--- config.mk ---
export PLATFORM = sky130hd
export DESIGN_NAME = lz_normalizer
export DESIGN_NICKNAME = d
export VERILOG_FILES = /design/src/rtl/lz_norm_pkg.sv /design/src/rtl/lead_zero_count.sv /design/src/rtl/lz_normalizer.sv
export SDC_FILE = /design/constraint.sdc
export NUM_CORES = 1
export LEC_CHECK = 0
export CORE_ASPECT_RATIO = 0.8
export CORE_MARGIN = 2
export CORE_UTILIZATION = 45
export CTS_BUF_LIST = sky130_fd_sc_hd__clkbuf_4 sky130_fd_sc_hd__clkbuf_8
export DETAILED_ROUTE_END_ITERATION = 12
export PLACE_DENSITY_LB_ADDON = 0.05
export SLEW_MARGIN = 20
export SYNTH_ARGS = -nofsm -noshare
export SYNTH_HDL_FRONTEND = slang
export SYNTH_SLANG_ARGS = --single-unit
--- constraint.sdc ---
create_clock -name clk -period 2.2 [get_ports clk]
set_input_delay 0.22 -clock clk [delete_from_list [all_inputs] [get_ports clk]]
set_output_delay 0.22 -clock clk [all_outputs]
set_load 0.01 [all_outputs]
--- src/rtl/lz_norm_pkg.sv ---
// Shared helpers for the leading-zero normalizer: width/stage calculations and the
// sideband record that travels down the shift pipeline next to the data word.
package lz_norm_pkg;

  // Sideband field widths; sized for the widest mantissa/exponent this block supports.
  localparam int unsigned SbLzW  = 16;
  localparam int unsigned SbExpW = 16;

  // Width needed to hold a leading-zero count of 0..size.
  function automatic int unsigned lz_width(input int unsigned size);
    return $clog2(size) + 1;
  endfunction

  // Number of radix-4 shift stages after the count stage.
  function automatic int unsigned stage_num(input int unsigned size);
    return ($clog2(size) + 1) / 2;
  endfunction

  // Accept-to-out_valid latency with no stall.
  function automatic int unsigned norm_latency(input int unsigned size);
    return 1 + stage_num(size);
  endfunction

  typedef struct packed {
    logic              valid;
    logic [SbLzW-1:0]  shamt;
    logic              zero;
    logic [SbExpW-1:0] exp;
    logic              denorm;
  } norm_sb_t;

endpackage

--- src/rtl/lead_zero_count.sv ---
// Combinational leading-zero counter built by recursive halving.
// Returns SIZE for an all-zero input.
module lead_zero_count
  import lz_norm_pkg::*;
#(
  parameter int unsigned SIZE = 32,
  parameter int unsigned LZ_W = lz_width(SIZE)
) (
  input  logic [SIZE-1:0] din,
  output logic [LZ_W-1:0] lz
);

  if (SIZE == 1) begin : g_leaf
    assign lz = LZ_W'(~din[0]);
  end else begin : g_split
    localparam int unsigned LoW   = SIZE / 2;
    localparam int unsigned HiW   = SIZE - LoW;
    localparam int unsigned HiLzW = lz_width(HiW);
    localparam int unsigned LoLzW = lz_width(LoW);

    logic [HiLzW-1:0] lz_hi;
    logic [LoLzW-1:0] lz_lo;

    lead_zero_count #(
      .SIZE (HiW),
      .LZ_W (HiLzW)
    ) u_hi (
      .din (din[SIZE-1:LoW]),
      .lz  (lz_hi)
    );

    lead_zero_count #(
      .SIZE (LoW),
      .LZ_W (LoLzW)
    ) u_lo (
      .din (din[LoW-1:0]),
      .lz  (lz_lo)
    );

    // An empty upper half contributes its full width plus the lower half's count.
    always_comb begin
      if (lz_hi == HiLzW'(HiW)) begin
        lz = LZ_W'(HiW) + LZ_W'(lz_lo);
      end else begin
        lz = LZ_W'(lz_hi);
      end
    end
  end

endmodule

--- src/rtl/lz_normalizer.sv ---
// Pipelined leading-zero normalizer: counts leading zeros, then left-shifts the
// mantissa in radix-4 stages so the MSB is set. One global advance enable stalls
// every stage together.
// Optional build macro NORM_EXP_CLAMP_EN: limits the shift to exp_in and reports
// the adjusted exponent and a denormal flag.
module lz_normalizer
  import lz_norm_pkg::*;
#(
  parameter int unsigned SIZE  = 32,
  parameter int unsigned LZ_W  = lz_width(SIZE),
  parameter int unsigned EXP_W = 8
) (
  input  logic             clk,
  input  logic             rst_n,
  input  logic             in_valid,
  output logic             in_ready,
  input  logic [SIZE-1:0]  din,
  output logic             out_valid,
  input  logic             out_ready,
  output logic [SIZE-1:0]  dout,
  output logic [LZ_W-1:0]  shamt,
`ifdef NORM_EXP_CLAMP_EN
  input  logic [EXP_W-1:0] exp_in,
  output logic [EXP_W-1:0] exp_out,
  output logic             denorm,
`endif
  output logic             zero
);

  localparam int unsigned StageNum = stage_num(SIZE);

  logic            advance;
  logic [LZ_W-1:0] lz;
  norm_sb_t        sb_d;
  norm_sb_t        sb_q   [StageNum+1];
  logic [SIZE-1:0] data_q [StageNum+1];
  logic [SIZE-1:0] shift_d[StageNum];

  lead_zero_count #(
    .SIZE (SIZE),
    .LZ_W (LZ_W)
  ) u_lzc (
    .din (din),
    .lz  (lz)
  );

  assign out_valid = sb_q[StageNum].valid;
  assign advance   = out_ready | ~out_valid;
  assign in_ready  = advance;

  // Stage-0 sideband: shift amount, zero flag and (optionally) the clamped exponent.
  always_comb begin
    sb_d       = '0;
    sb_d.valid = in_valid;
    sb_d.zero  = (lz == LZ_W'(SIZE));
`ifdef NORM_EXP_CLAMP_EN
    if (32'(lz) > 32'(exp_in)) begin
      sb_d.shamt  = SbLzW'(exp_in);
      sb_d.denorm = ~sb_d.zero;
    end else begin
      sb_d.shamt = SbLzW'(lz);
      sb_d.exp   = SbExpW'(32'(exp_in) - 32'(lz));
    end
    if (sb_d.zero) begin
      sb_d.exp    = '0;
      sb_d.denorm = 1'b0;
    end
`else
    sb_d.shamt = SbLzW'(lz);
    sb_d.exp   = SbExpW'({EXP_W{1'b0}});
`endif
  end

  // Stage k shifts by shamt digit k (radix 4); the last stage takes all remaining bits.
  // Oversized shifts naturally produce zero, so an all-zero word never wraps.
  always_comb begin
    for (int k = 0; k < StageNum; k++) begin
      if (k == StageNum - 1) begin
        shift_d[k] = data_q[k] << ((sb_q[k].shamt >> (2 * k)) << (2 * k));
      end else begin
        shift_d[k] = data_q[k] << (((sb_q[k].shamt >> (2 * k)) & SbLzW'(3)) << (2 * k));
      end
    end
  end

  // Pipeline registers; everything, including valid bits, holds while stalled.
  always_ff @(posedge clk or negedge rst_n) begin
    if (!rst_n) begin
      for (int i = 0; i <= StageNum; i++) begin
        data_q[i] <= '0;
        sb_q[i]   <= '0;
      end
    end else if (advance) begin
      data_q[0] <= din;
      sb_q[0]   <= sb_d;
      for (int k = 0; k < StageNum; k++) begin
        data_q[k+1] <= shift_d[k];
        sb_q[k+1]   <= sb_q[k];
      end
    end
  end

  assign dout  = data_q[StageNum];
  assign shamt = sb_q[StageNum].shamt[LZ_W-1:0];
  assign zero  = sb_q[StageNum].zero;
`ifdef NORM_EXP_CLAMP_EN
  assign exp_out = sb_q[StageNum].exp[EXP_W-1:0];
  assign denorm  = sb_q[StageNum].denorm;
`endif

  // Upper sideband bits are wider than this instance needs.
  logic unused_sb;
  assign unused_sb = ^sb_q[StageNum];

endmodule

==> impl_metrics.ini, run 1 <==
[pwr]
irDropWorstVdd_mv = 0.548
pwr_density_cell_nw_per_um2 = 1370
leakagePower_nw = 4.06
p_total_mw = 12.5

[placed_design]
dp_worst_setup_slack_ns = 0.0531
dp_cells = 1067
port_buffers = 76
place.gp.congestion = 0.921
postPlaceCellArea_um2 = 8730
hpwlAfterDp_um = 12800

[routing]
drtIter0Drc = 483
vias = 5843
drt_first_pass_iters = 5
drc = 0
drt-vias-per-instance = 5.32
drtAntennaViolNets = 0
finalWirelength_um = 18100
wl_per_cell_um = 16.4

[worst_setup_path]
crit_slowest_cell = clkdlybuf4s50_1
crit_fanout = 3
critPathKind = reg2out
worstPathCellList = nor2b_4 > clkinv_2 > clkdlybuf4s50_1
crit_arrival_ns = 1.61
slowest_delay_ns = 0.49
critPathLaunchType = register
worst_setup_path_end_kind = output pin
worstPathRequired_ns = 1.98

[synth]
synth_area_leader_cell = dfrtp_1
ys_ff_latch = 160
synth_cell_types = 41
synthTopCellsByArea = dfrtp_1, nand2_1, mux4_2, nor2_1, mux2i_1
yosys.area.top_type_share_pct = 50.8
synth_edf_count = 0
seq_area_frac_synth_pct = 50.8
synth_ff_type = dfrtp_1
avgSynthCellArea_um2 = 9.50
synth_area_um2 = 7890
yosysWarningCount = 0
synthCells = 830
syn_nets = 866
synthArstFlopShare_pct = 100

[die]
die_h_um = 122
die_w_um = 152
core_um2 = 17300
ioPinCount = 77
die_area_um2 = 18600
initial_utilization_pct = 45.7
rows = 43

[grt]
grt_pass1_wl_um = 30300
grt_pass1_vias = 5699
grt_max_degree = 74
grt_usage_pct = 20.5
overflow = 0
antenna_found_initial = 0

[sta]
setup_viol = 0
worst_hold_slack_ns = 0.279
final_hold_viol_count = 0
drv_slew = 0
fin_ws_ns = 0.365
setup_tns_ns = 0
min_period_ns = 1.83
finClkSkew_ns = 0.0164
relSlewSlack_pct = 46.1
rsz0062_at_grt = no
worst_pin_slew_ns = 0.809
fin_crit_sh_pct = 83.4
max_freq_mhz = 545

[final_layout]
finalNetCount = 898
stdcell_count = 1099
final_core_util_pct = 53.1
final_common_cell = nand2_1
diodes = 0
area_delta_synth_final_pct = 16.3
drive_gt1_share_pct = 12.1
final_cell_mix = nand2_1, dfrtp_1, nor2_1
final_area_um2 = 9170
fill_cells = 1578

[min_path]
hp-class = in2reg

[clock_tree]
clock_path_buffers = 2
insertion_delay_ns = 0.46
cts_tree = done
clk_pin_slew_worst_paths_ns = 0.09
cts_setup_buffers = 0
clock-root-buffer = clkbuf_8
cts_max_level = 4
clock-sinks = 160
cts_buffers = 17

[outcome]
status = completed

[flow_run]
max_cap_viol_count = 0
-- cells by family (layout without fill, tap and decap cells) --
family                 count (synthesis)  count (layout)  synth area share (%)
buffers and inverters                 97             141                  6.55
muxes                                 74              74                  13.3
and+or+nand+nor                      364             364                  18.7
DFF                                  160             160                  50.8
AOI/OAI and AO/OA                    135             135                  10.7
-- where the power goes --
group / internal [mW] / switching, mW / leakage [nW] / total [mW]
clock: 1.30 / 1.08 / 0.220 / 2.37
sequential: 4.16 / 1.03 / 1.94 / 5.19
combinational: 2.49 / 2.50 / 1.90 / 4.99
total: 7.95 / 4.60 / 4.06 / 12.5
-- registers in the layout, summed over array words and instances (netlist names) --
| name | cells |
|---|---|
| dout | 32 |
| zero | 1 |
| shamt | 6 |
| sb_q | 24 |
| data_q | 96 |
| out_valid | 1 |
-- repair_timing --
action | in CTS | in global routing
gates resized for setup | 0 | 0
hold endpoints to repair | 64 | 0
hold buffers | 1 | 0
endpoints found under the setup margin | 0 | 0
-- worst paths after layout --
path / slack, ns / cells past startpoint / startpoint / to
worst min-delay path: 0.28 / 3 / in_valid / sb_q[139]$_DFFE_PN0P_
max in group asynchronous: 1.18 / 3 / rst_n / data_q[82]$_DFFE_PN0P_
min in group asynchronous: 0.33 / 2 / rst_n / dout[11]$_DFFE_PN0P_
worst max-delay path: 0.37 / 3 / out_valid$_DFFE_PN0P_ / in_ready
worst max register to register: 0.37 / 4 / sb_q[124]$_DFFE_PN0P_ / data_q[71]$_DFFE_PN0P_
worst min register to register: 0.46 / 2 / sb_q[69]$_DFFE_PN0P_ / sb_q[69]$_DFFE_PN0P_
-- cell usage after synthesis, drive strengths merged, types with 3 or more instances --
| cell type | instances |
|---|---|
| nand2 | 198 |
| dfrtp | 160 |
| nor2 | 135 |
| buf | 52 |
| o21ai | 49 |
| a21oi | 37 |
| clkbuf | 37 |
| mux2i | 37 |
| a22o | 24 |
| mux4 | 23 |
| mux2 | 14 |
| inv | 8 |
| nor2b | 6 |
| a211oi | 5 |
| nor4 | 5 |
| a31o | 4 |
| and2 | 4 |
| or4 | 4 |
| nand2b | 3 |
| nor3 | 3 |
-- metal layers --
metal / routed length (µm) / global-route usage, % / up-vias
met3: 813 / 4.13 / 13
met1: 8720 / 29.4 / 2842
li1: - / - / 2826
met4: 196 / 5.90 / 0
met2: 8330 / 32.2 / 162
met5: 0 / 0 / -
-- cell type report --
class,count,area (µm²),share of cell area [%]
Sequential cell,160,4000,43.6
Multi-Input combinational cell,573,3380,36.8
Timing Repair Buffer,102,1050,11.4
Tap cell,225,282,3.07
Clock buffer,21,270,2.95
Clock inverter,10,160,1.75
Inverter,8,31.3,0.341
-- critical path, delay by kind of cell, from the launching register on --
| family | cells | cell delay, ns |
|---|---|---|
| buffers and inverters | 2 | 0.61 |
| and+or+nand+nor | 1 | 0.19 |
| DFF | 1 | 0.36 |
Power figures use the tool's default switching activity.
==> inputs of run 2 (changes only) <==
==> constraint.sdc (replaced) <==
create_clock -name clk -period 1.7 [get_ports clk]
set_input_delay 0.17 -clock clk [delete_from_list [all_inputs] [get_ports clk]]
set_output_delay 0.17 -clock clk [all_outputs]
set_load 0.01 [all_outputs]
==> run 2 against run 1 <==
Combinational power rose by 36%. Via count rose by 2.2%. Final area rose by 3.7%. Largest power group is now combinational cells.
==> impl_metrics.ini, run 2 (synthesized netlist as in run 1, its figures left out) <==
[die]
core_um2 = 17300
die_area_um2 = 18600
initial_utilization_pct = 45.7
ioPinCount = 77
rows = 43
die_h_um = 122
die_w_um = 152

[routing]
vias = 5971
wl_per_cell_um = 15.9
drt_first_pass_iters = 5
drt-vias-per-instance = 5.24
drc = 0
drtAntennaViolNets = 0
drtIter0Drc = 389
finalWirelength_um = 18100

[worst_setup_path]
crit_arrival_ns = 1.94
crit_fanout = 23
critPathKind = reg2reg
critPathLaunchType = register
crit_slowest_cell = dfrtp_1
path_buf_inv = 1
worstPathCellList = buf_12 > mux2_2 > o21ai_0 > a21oi_1
worstPathRequired_ns = 2.04
worst-path-stages = 4
path_delay_family = flip-flops
reg2reg_depth = 4
slowest_delay_ns = 0.48
worst_setup_path_end_kind = register

[pwr]
leakagePower_nw = 4.25
irDropWorstVdd_mv = 0.663
pwr_density_cell_nw_per_um2 = 1720

[sta]
drv_slew = 0
fin_crit_sh_pct = 93.7
max_freq_mhz = 628
setup_tns_ns = 0
finClkSkew_ns = 0.0132
min_period_ns = 1.59
setup_viol = 0
final_hold_viol_count = 0
rsz0062_at_grt = no
relSlewSlack_pct = 71.7
worst_pin_slew_ns = 0.424
fin_ws_ns = 0.108

[final_layout]
final_common_cell = nand2_1
drive_gt1_share_pct = 16.1
finalNetCount = 938
largest_register_ffs = 96
area_delta_synth_final_pct = 20.6
diodes = 0
final_cell_mix = nand2_1, dfrtp_1, nor2_1
top_register = data_q

[placed_design]
hpwlAfterDp_um = 13600
port_buffers = 76
dp_worst_setup_slack_ns = -0.385
place.gp.congestion = 0.862

[clock_tree]
clock_path_buffers = 2
cts_tree = done
insertion_delay_ns = 0.47
clock-root-buffer = clkbuf_8
cts_buffers = 17
cts_max_level = 4
clock-sinks = 160
clk_pin_slew_worst_paths_ns = 0.09

[grt]
overflow = 0
antenna_found_initial = 0
grt_pass1_wl_um = 30100
grt_usage_pct = 20.5
grt_pass1_vias = 5741
grt_max_degree = 45

[min_path]
hp-class = in2async

[flow_run]
max_cap_viol_count = 0

[outcome]
status = completed
[run 2: changes by cell type in the layout (fill, tap and decap cells not counted), sizes merged]
cell           before  now
buf                26   66
inv                 8   15
clkbuf             21   17
bufinv              4    2
clkinv              5    3
clkinvlp            1    3
clkdlybuf4s50      75   74
dlygate4sd2         0    1
[run 2: cell type report]
cell class / instances / area (µm²)
inverters: 8 / 32.5
fillers: 1579 / 7750
repair buffers: 142 / 1410
well taps: 225 / 282
clock buffers: 17 / 234
multi-input cells: 573 / 3380
flip-flops and latches: 160 / 4000
clock inverters: 15 / 175
[run 2: report_power, final]
part | internal [mW] | total [mW] | switching [mW]
registers | 5.39 | 6.68 | 1.29
clock network | 1.35 | 2.88 | 1.53
logic | 3.47 | 6.77 | 3.30
[run 2: final timing paths]
check / start / end / slack [ns]
max reg2reg: sb_q[91]$_DFFE_PN0P_ / data_q[44]$_DFFE_PN0P_ / 0.11
min in group clk: in_valid / sb_q[139]$_DFFE_PN0P_ / 0.23
min reg2reg: data_q[126]$_DFFE_PN0P_ / data_q[126]$_DFFE_PN0P_ / 0.47
min: rst_n / dout[10]$_DFFE_PN0P_ / 0.18
max in group asynchronous: rst_n / sb_q[128]$_DFFE_PN0P_ / 0.87
max: sb_q[91]$_DFFE_PN0P_ / data_q[44]$_DFFE_PN0P_ / 0.11
[run 2: metal layers]
layer | vias up | global-route usage [%] | part of all wire, %
met2 | 149 | 32.5 | 47
li1 | 2913 | - | -
met3 | 20 | 4.87 | 4.1
met5 | - | 0 | 0
met1 | 2889 | 28.1 | 47
met4 | 0 | 6.37 | 1.6
[run 2: through the flow]
stage	hold slack (ns)	power (mW)	instance area (µm²)	instances	util, %
2_1_floorplan	-0.126	11.2	7890	830	-
3_3_place_gp	0.117	13.4	9100	1107	52.7
3_5_place_dp	0.119	13.6	9100	1107	52.7
4_1_cts	0.185	16.5	9510	1140	55.1
5_1_grt	0.209	17.6	9520	1140	55.1
6_report	0.181	16.3	9520	1140	55.1
[run 2: timing repair]
item,in CTS,in global routing
hold endpoints to repair,117,0
setup endpoints to repair,1,1
gates resized for setup,1,1
hold buffers,1,0
buffers inserted,0,0
==> inputs of run 3 (changes only) <==
--- a/config.mk
+++ b/config.mk
@@ -5,13 +5,12 @@
 export SDC_FILE = /design/constraint.sdc
 export NUM_CORES = 1
 export LEC_CHECK = 0
-export CORE_ASPECT_RATIO = 0.8
+export CORE_ASPECT_RATIO = 0.7
 export CORE_MARGIN = 2
 export CORE_UTILIZATION = 45
 export CTS_BUF_LIST = sky130_fd_sc_hd__clkbuf_4 sky130_fd_sc_hd__clkbuf_8
 export DETAILED_ROUTE_END_ITERATION = 12
 export PLACE_DENSITY_LB_ADDON = 0.05
-export SLEW_MARGIN = 20
 export SYNTH_ARGS = -nofsm -noshare
 export SYNTH_HDL_FRONTEND = slang
 export SYNTH_SLANG_ARGS = --single-unit
==> run 3 against run 2 <==
Clock power about the same. Die area hardly changed. Largest power group unchanged. Clock skew is 0.0019 ns higher. Largest cell class unchanged. Via count increased by 1.1%. Non-clock buffer count is 3 higher. Utilization up 0.39 points. Critical endpoint is now sb_q[127]$_DFFE_PN0P_. Critical path type is now in2reg. Sequential share of layout area hardly changed. Wire length up 2.4%. Flip-flop and latch count stayed put.
==> impl_metrics.ini, run 3 (synthesized netlist as in run 1, its figures left out) <==
[outcome]
status = completed

[die]
rows = 40
core_um2 = 17200
die_area_um2 = 18600
die_h_um = 115
ioPinCount = 77
die_w_um = 162
initial_utilization_pct = 45.9

[sta]
drv_slew = 0
setup_tns_ns = 0
min_period_ns = 1.61
fin_crit_sh_pct = 94.9
worst_pin_slew_ns = 0.727
relSlewSlack_pct = 51.4
final_hold_viol_count = 0
finClkSkew_ns = 0.0152
setup_viol = 0
max_freq_mhz = 620
worst_hold_slack_ns = 0.143

[grt]
grt_usage_pct = 21.5
grt_pass1_wl_um = 31200
overflow = 0
antenna_found_initial = 0
grt_max_degree = 91
grt_pass1_vias = 6104

[final_layout]
finalNetCount = 941
area_delta_synth_final_pct = 20.8
final_common_cell = nand2_1
drive_gt1_share_pct = 16.4
largest_register_ffs = 96
final_core_util_pct = 55.5
final_cell_mix = nand2_1, dfrtp_1, nor2_1
top_register = data_q
diodes = 0

[pwr]
leakagePower_nw = 4.27
irDropWorstVdd_mv = 0.764
p_total_mw = 16.4
pwr_density_cell_nw_per_um2 = 1720

[clock_tree]
clock-root-buffer = clkbuf_8
clock-sinks = 160
cts_buffers = 17
cts_max_level = 4
cts_tree = done
insertion_delay_ns = 0.47
clk_pin_slew_worst_paths_ns = 0.10
clock_path_buffers = 2

[worst_setup_path]
r2r-start = out_valid$_DFFE_PN0P_
crit_arrival_ns = 1.99
critPathLaunchType = input port
crit_fanout = 5
reg2reg_depth = 6
r2r-end = data_q[33]$_DFFE_PN0P_
r2r_slack_ns = 0.14
worstPathRequired_ns = 2.08
critPathKind = in2reg
worst_setup_path_end_kind = register
crit_path_start = din[24]

[routing]
finalWirelength_um = 18500
drc = 0
drt-vias-per-instance = 5.25
vias = 6035
drtIter0Drc = 412
drtAntennaViolNets = 0
drt_first_pass_iters = 4
wl_per_cell_um = 16.1

[placed_design]
port_buffers = 76
place.gp.congestion = 0.844
hpwlAfterDp_um = 13900

[min_path]
hp-class = in2async

[flow_run]
max_cap_viol_count = 0
-- run 3: changes by cell type in the layout (fill, tap and decap cells not counted), sizes merged --
cell,delta
buf,+4
bufinv,-1
clkbuf,+1
clkinvlp,-3
dlygate4sd2,-1
inv,+3
-- run 3: per-stage QoR --
step           cells  worst slack [ns]  cell area [µm²]
2_1_floorplan    830            0.0699             7890
3_3_place_gp    1113            -0.396             9080
3_5_place_dp    1113            -0.472             9080
4_1_cts         1146           -0.0705             9500
5_1_grt         1149          -0.00561             9530
6_report        1149            0.0869             9530
-- run 3: critical path: stages --
cell	delay [ns]
clkdlybuf4s50_1	0.43
or4_4	0.57
nor4_4	0.41
nand2_1	0.12
buf_4	0.14
o21ai_0	0.15
-- run 3: cell type report --
cell class / count / area (µm²)
Fill cell: 1565 / 7640
Timing Repair Buffer: 145 / 1410
Clock buffer: 18 / 248
Inverter: 8 / 32.5
Clock inverter: 14 / 161
Sequential cell: 160 / 4000
Tap cell: 231 / 289
Multi-Input combinational cell: 573 / 3390
-- run 3: worst max path at each step --
stage                                       end  slack (ns)  depth (start not counted)
after detailed placement  sb_q[127]$_DFFE_PN0P_       -0.47                          6
after global routing      sb_q[126]$_DFFE_PN0P_      -0.006                          6
after global placement    sb_q[126]$_DFFE_PN0P_       -0.40                          6
final                     sb_q[127]$_DFFE_PN0P_        0.09                          6
after floorplan            dout[10]$_DFFE_PN0P_        0.07                          5
after CTS                  dout[11]$_DFFE_PN0P_       -0.07                          3
-- run 3: layer usage --
layer	global-route usage (%)	vias to the layer above	wire length [µm]
met5	0	-	0
met4	5.01	0	209
met3	4.15	18	652
met2	32.9	99	8280
met1	32.1	2996	9370
li1	-	2922	-
-- run 3: report_power, final --
group	total [mW]	switching, mW	internal, mW
Combinational	6.76	3.33	3.43
Sequential	6.72	1.33	5.39
Clock	2.90	1.62	1.28
Total	16.4	6.28	10.1
-- run 3: what timing repair did --
action                     CTS  global route
gates resized for setup      0             2
hold buffers                 1             0
setup endpoints to repair   17            19
setup buffers                0             3
hold endpoints to repair   160             0
pin swaps                    0             2
